--- config.mk ---
export PLATFORM = sky130hd
export DESIGN_NAME = uart_reg_responder_flat
export DESIGN_NICKNAME = d
export VERILOG_FILES = /design/src/rtl/uart_reg_responder_if.sv /design/src/rtl/uart_reg_responder.sv /design/src/flat_wrapper.sv
export SDC_FILE = /design/constraint.sdc
export NUM_CORES = 1
export LEC_CHECK = 0
export ABC_AREA = 1
export BUFFER_PORTS_ARGS = -buffer_cell sky130_fd_sc_hd__clkbuf_2
export CORE_MARGIN = 4
export CORE_UTILIZATION = 30
export DETAILED_ROUTE_END_ITERATION = 10
export MAX_ROUTING_LAYER = met4
export PLACE_DENSITY = 0.45
export SLEW_MARGIN = 25
export SYNTH_ARGS = -nofsm -noshare
export SYNTH_HDL_FRONTEND = slang
export SYNTH_SLANG_ARGS = --single-unit
--- constraint.sdc ---
create_clock -name clk_100MHz -period 6.3 [get_ports clk_100MHz]
set_input_delay 0.945 -clock clk_100MHz [delete_from_list [all_inputs] [get_ports clk_100MHz]]
set_output_delay 0.945 -clock clk_100MHz [all_outputs]
set_load 0.005 [all_outputs]
--- src/rtl/uart_reg_responder_if.sv ---
// RX/TX FIFO handshake bundle between the UART core FIFOs and the register responder.
interface uart_reg_responder_if #(
    parameter int DBITS = 8
);
    logic             rx_empty;
    logic [DBITS-1:0] read_data;
    logic             read_uart;
    logic             tx_full;
    logic             write_uart;
    logic [DBITS-1:0] write_data;

    // master = FIFO side, slave = responder
    modport master (
        output rx_empty, read_data, tx_full,
        input  read_uart, write_uart, write_data
    );
    modport slave (
        input  rx_empty, read_data, tx_full,
        output read_uart, write_uart, write_data
    );
endinterface

--- src/rtl/uart_reg_responder.sv ---
// Parses 'W' addr data / 'R' addr commands from the RX FIFO against a small register
// file and pushes exactly one response byte per command into the TX FIFO.
module uart_reg_responder #(
    parameter int DBITS   = 8,
    parameter int NREGS   = 16,
    parameter int TIMEOUT = 1_000_000,
    parameter int TO_BITS = 20
) (
    input  logic              clk_100MHz,
    input  logic              reset,
    uart_reg_responder_if.slave bus,
    output logic [DBITS-1:0]  reg0_out
);
    localparam int               AW      = (NREGS > 1) ? $clog2(NREGS) : 1;
    localparam logic [DBITS-1:0] OP_W    = DBITS'(8'h57);
    localparam logic [DBITS-1:0] OP_R    = DBITS'(8'h52);
    localparam logic [DBITS-1:0] RSP_OK  = DBITS'(8'h4B);
    localparam logic [DBITS-1:0] RSP_ERR = DBITS'(8'h3F);
    localparam logic [DBITS:0]   NREGS_W = (DBITS+1)'(NREGS);
    localparam logic [TO_BITS-1:0] TO_LAST = TO_BITS'(TIMEOUT - 1);

    typedef enum logic [2:0] {
        S_IDLE,
        S_GET_ADDR,
        S_GET_DATA,
        S_EXEC,
        S_RESP
    } state_t;

    state_t             state_q, state_d;
    logic               is_wr_q;
    logic [DBITS-1:0]   addr_q;
    logic [DBITS-1:0]   data_q;
    logic [DBITS-1:0]   resp_q;
    logic [TO_BITS-1:0] to_cnt_q;
    logic [DBITS-1:0]   regs [NREGS];

    logic pop, push, in_get, addr_ok, to_expire;

    assign in_get    = (state_q == S_GET_ADDR) || (state_q == S_GET_DATA);
    // Gated by reset so nothing is popped while the block is held in reset.
    assign pop       = !reset && !bus.rx_empty &&
                       ((state_q == S_IDLE) || in_get);
    assign push      = (state_q == S_RESP) && !bus.tx_full;
    // Full-width compare: 0xFF must not alias onto a valid low address.
    assign addr_ok   = {1'b0, addr_q} < NREGS_W;
    assign to_expire = in_get && bus.rx_empty && (to_cnt_q == TO_LAST);

    assign bus.read_uart  = pop;
    assign bus.write_uart = push;
    assign bus.write_data = resp_q;
    assign reg0_out       = regs[0];

    always_comb begin
        state_d = state_q;
        case (state_q)
            S_IDLE: begin
                if (pop) begin
                    if (bus.read_data == OP_W || bus.read_data == OP_R)
                        state_d = S_GET_ADDR;
                    else
                        state_d = S_RESP;
                end
            end
            S_GET_ADDR: begin
                if (pop)            state_d = is_wr_q ? S_GET_DATA : S_EXEC;
                else if (to_expire) state_d = S_IDLE;
            end
            S_GET_DATA: begin
                if (pop)            state_d = S_EXEC;
                else if (to_expire) state_d = S_IDLE;
            end
            S_EXEC:  state_d = S_RESP;
            S_RESP:  if (push) state_d = S_IDLE;
            default: state_d = S_IDLE;
        endcase
    end

    always_ff @(posedge clk_100MHz or posedge reset) begin
        if (reset) begin
            state_q  <= S_IDLE;
            is_wr_q  <= 1'b0;
            addr_q   <= '0;
            data_q   <= '0;
            resp_q   <= '0;
            to_cnt_q <= '0;
            for (int i = 0; i < NREGS; i++) regs[i] <= '0;
        end else begin
            state_q <= state_d;

            case (state_q)
                S_IDLE: begin
                    if (pop) begin
                        is_wr_q <= (bus.read_data == OP_W);
                        if (bus.read_data != OP_W && bus.read_data != OP_R)
                            resp_q <= RSP_ERR;
                    end
                end
                S_GET_ADDR: if (pop) addr_q <= bus.read_data;
                S_GET_DATA: if (pop) data_q <= bus.read_data;
                S_EXEC: begin
                    if (!addr_ok) begin
                        resp_q <= RSP_ERR;
                    end else if (is_wr_q) begin
                        regs[addr_q[AW-1:0]] <= data_q;
                        resp_q               <= RSP_OK;
                    end else begin
                        resp_q <= regs[addr_q[AW-1:0]];
                    end
                end
                default: ;
            endcase

            // Counts consecutive starved cycles inside a partially received command.
            if (pop || !in_get || to_expire)
                to_cnt_q <= '0;
            else
                to_cnt_q <= to_cnt_q + 1'b1;
        end
    end
endmodule
--- src/flat_wrapper.sv ---
// flat-port wrapper written by rule: the top's interface ports become plain ports
module uart_reg_responder_flat 
#(
    parameter int DBITS   = 8,
    parameter int NREGS   = 16,
    parameter int TIMEOUT = 1_000_000,
    parameter int TO_BITS = 20
)
  (clk_100MHz, reset, reg0_out, bus_rx_empty, bus_read_data, bus_tx_full, bus_read_uart, bus_write_uart, bus_write_data);
  uart_reg_responder_if #(.DBITS(DBITS)) bus_i ();
  input  logic clk_100MHz;
  input  logic reset;
  output logic [DBITS-1:0] reg0_out;
  input wire logic [$bits(bus_i.rx_empty)-1:0] bus_rx_empty;
  input wire logic [$bits(bus_i.read_data)-1:0] bus_read_data;
  input wire logic [$bits(bus_i.tx_full)-1:0] bus_tx_full;
  output wire logic [$bits(bus_i.read_uart)-1:0] bus_read_uart;
  output wire logic [$bits(bus_i.write_uart)-1:0] bus_write_uart;
  output wire logic [$bits(bus_i.write_data)-1:0] bus_write_data;
  assign bus_i.rx_empty = bus_rx_empty;
  assign bus_i.read_data = bus_read_data;
  assign bus_i.tx_full = bus_tx_full;
  assign bus_read_uart = bus_i.read_uart;
  assign bus_write_uart = bus_i.write_uart;
  assign bus_write_data = bus_i.write_data;
  uart_reg_responder #(.DBITS(DBITS), .NREGS(NREGS), .TIMEOUT(TIMEOUT), .TO_BITS(TO_BITS)) u_core (.clk_100MHz(clk_100MHz), .reset(reset), .bus(bus_i), .reg0_out(reg0_out));
endmodule
==> results.sh <==
export IMPL_ys_top_cells_by_area="dfrtp_1, nand2_1, o21ai_2"
export IMPL_via_cell_ratio=4.63
export IMPL_clock_fmax_mhz=390
export IMPL_slew_limit_headroom=0.306
export IMPL_cts_hold_buffers=0
export IMPL_remaining_drc_errors=0
export IMPL_post_route_period_util=0.407
export IMPL_yosys_cell_count_top_type="nand2_1"
export IMPL_flow_area_growth_from_synthesis_pct=10.9
export IMPL_skew_ns=0.0284
export IMPL_synth_cell_area_mm2=0.00873
export IMPL_design_die_area_mm2=0.0319
export IMPL_chipWidth_um=179
export IMPL_tritoncts="yes"
export IMPL_power_ir_vdd_worst_v=0.000182
export IMPL_synth_largest_type_area_fraction=0.505
export IMPL_synth_sequential_area_ratio=0.505
export IMPL_syn_nets=1112
export IMPL_final_period_minus_worst_setup_slack_ns=2.56
export IMPL_dp_hpwl_mm=15.7
export IMPL_crit_path_top_delay_cell="nor2_1"
export IMPL_cts_root_buffer="clkbuf_16"
export IMPL_post_synth_inst_count=1099
export IMPL_setup_worst_path_start_class="input pin"
export IMPL_edff_count_synth=0
export IMPL_path_cells="clkbuf_2, nor2_1, nand2_1, inv_1, clkbuf_2"
export IMPL_number_of_vias_in_the_routed_layout=6920
export IMPL_ys_flop_type="dfrtp_1"
export IMPL_grt_first_pass_wirelength_mm=40.1
export IMPL_timing_worst_setup_path_type="input pin to primary output"
export IMPL_cp_top_family="simple AND/OR/NAND/NOR gates"
export IMPL_crit_required_ns=5.35
export IMPL_synth_seq_cells=176
export IMPL_timing_rr_start="u_core.addr_q[0]"
export IMPL_worst_path_max_fanout=5
export IMPL_grt_pass1_vias=7007
export IMPL_clk_latency_ns=0.45
export IMPL_synth_area_per_cell_um2=7.94
export IMPL_leakage_nw=4.65
export IMPL_grt_max_degree=91
export IMPL_placement_setup_worst_slack_ns=3.72
export IMPL_gr_usage_all_layers=0.167
export IMPL_cts_htree_levels=4
export IMPL_first_pass_iters=5
export IMPL_dieHeight_um=179
export IMPL_timing_critical_path_buf_inv=3
export IMPL_io_pins=30
export IMPL_placeableCoreArea_mm2=0.0287
export IMPL_reg2reg_slack_ns=3.74
export IMPL_layout_drive_gt1_share=0.149
export IMPL_data_arrival_critical_path_ns=1.62
export IMPL_synth_warning_count=0
export IMPL_result_of_the_run="finished clean"
export IMPL_post_route_worst_setup_slack_ns=3.74
export IMPL_synth_cell_types=29
export IMPL_post_cts_repair_resize_count=0
export IMPL_grt_setup_unrepaired="no"
export IMPL_yosys_area_top_type="dfrtp_1"
export IMPL_synth_async_sr_flop_share=1.00
export IMPL_worst_path_most_repeated_cell="clkbuf_2"
export IMPL_placement_rows=62
export IMPL_clk_pin_slew_ns=0.08
export IMPL_starting_density_of_the_core=0.304
export IMPL_wire_per_inst_um=16.3
export IMPL_tns_ns=0
export IMPL_final_setup_violating_endpoints=0
export IMPL_type_of_the_worst_min_delay_path="flip-flop to flip-flop"
export IMPL_finalWeightedCongestion=0.828
export IMPL_report_power_total_mw=2.94
export IMPL_final_nets=1108
export IMPL_p_per_area_mw_per_mm2=303
export IMPL_totalWireLength_mm=24.3
export IMPL_cp_end_kind="primary output"
export IMPL_ant_nets=0
export IMPL_count_of_buffers_inserted_at_the_top_level_ports=29
export IMPL_cts_num_sinks=176
export IMPL_min_from="u_core.bus.write_data[2]"
export IMPL_worstSetupStartpoint="reset"
export IMPL_drt_iter0_markers=555
export IMPL_synth_cells_most_frequent="nand2_1, dfrtp_1, o21ai_0"
export IMPL_drv_slew=0
export IMPL_global_route_overflow_total=0
export IMPL_worst_slew_pin_tran_ns=1.04
export IMPL_post_cts_setup_buffers=0
export IMPL_finalHoldViolCount=0
export IMPL_cts_buffers=17
export IMPL_antenna_found_initial=0
export IMPL_cts_buffer_depth=2
export IMPL_cp_slowest_stage_delay_ns=0.25
export IMPL_drv_max_cap_violation_count=0
[power by group]
group          switching (mW)  total, mW  internal [mW]
Clock                   0.537       1.07          0.533
Sequential             0.0470       1.24           1.19
Combinational           0.541      0.629         0.0880
Total                    1.13       2.94           1.81
[cell type report]
cell class / count / area [um2]
timing repair buffer: 36 / 198
clock inverter: 15 / 165
tap: 384 / 480
antenna: 1 / 2.50
clock buffer: 17 / 425
inverter: 50 / 193
multi-input combinational: 814 / 3810
fill: 3138 / 19000
sequential: 176 / 4410
[per-stage QoR]
stage | std cells | util | cell area, um2 | hold slack, ns
after floorplan | 1099 | - | 8730 | 0.453
after global placement | 1460 | 0.316 | 9080 | 0.466
after detailed placement | 1460 | 0.316 | 9080 | 0.467
after CTS | 1492 | 0.337 | 9670 | 0.486
after global routing | 1492 | 0.337 | 9680 | 0.503
final | 1493 | 0.337 | 9680 | 0.483
[metal layers]
| layer | GRT usage | vias up | part of all wire |
|---|---|---|---|
| met5 | - | - | 0 |
| met4 | 0.0374 | 0 | 0.012 |
| met3 | 0.0280 | 19 | 0.037 |
| met2 | 0.253 | 110 | 0.46 |
| met1 | 0.236 | 3321 | 0.50 |
| li1 | - | 3470 | - |
[worst paths after layout]
path | end | cells after the start
worst max-delay path | bus_read_uart | 5
min in group asynchronous | u_core.to_cnt_q[8] | 2
worst min-delay path | u_core.bus.write_data[2] | 2
worst min register to register | u_core.bus.write_data[2] | 2
worst max register to register | u_core.regs[52] | 8
max in group asynchronous | u_core.regs[16] | 3
[flip-flops by register name (all words and copies together) (netlist names)]
register and flops:
u_core.regs 120, u_core.to_cnt_q 20, u_core.reg0_out 8, u_core.state_q 3
u_core.addr_q 8, u_core.is_wr_q 1, u_core.data_q 8, u_core.bus.write_data 8
[cells in the final DEF, fill, tap and decap left out, types with 12 or more instances in the layout]
| master | netlist | routed |
|---|---|---|
| o21ai_2 | 64 | 64 |
| a21oi_1 | 13 | 13 |
| dfrtp_1 | 176 | 175 |
| inv_1 | 49 | 48 |
| nor2_1 | 70 | 69 |
| nand2_2 | 14 | 14 |
| o21ai_0 | 82 | 82 |
| clkbuf_2 | 0 | 29 |
| nand4_1 | 12 | 12 |
| nand3_1 | 24 | 24 |
| clkbuf_16 | 0 | 17 |
| nand2_1 | 492 | 492 |
[tightest hold or removal path, delay by kind of cell (launching register included)]
| kind | cells | cell delay [ns] |
|---|---|---|
| flip-flops | 1 | 0.35 |
| AND/OR/NAND/NOR | 2 | 0.10 |
[kinds of logic (layout without fill, tap and decap cells)]
logic type / count (synthesis) / count (layout) / synth area share
other: 0 / 1 / 0
xor gates and xnor gates: 11 / 11 / 0.0110
adders and majority gates: 1 / 1 / 0.00143
AOI/OAI and AO/OA: 164 / 164 / 0.122
and+or+nand+nor: 638 / 638 / 0.301
DFF: 176 / 176 / 0.505
buffers and inverters: 109 / 118 / 0.0592
Note: power is estimated with default switching activity, not from simulation.
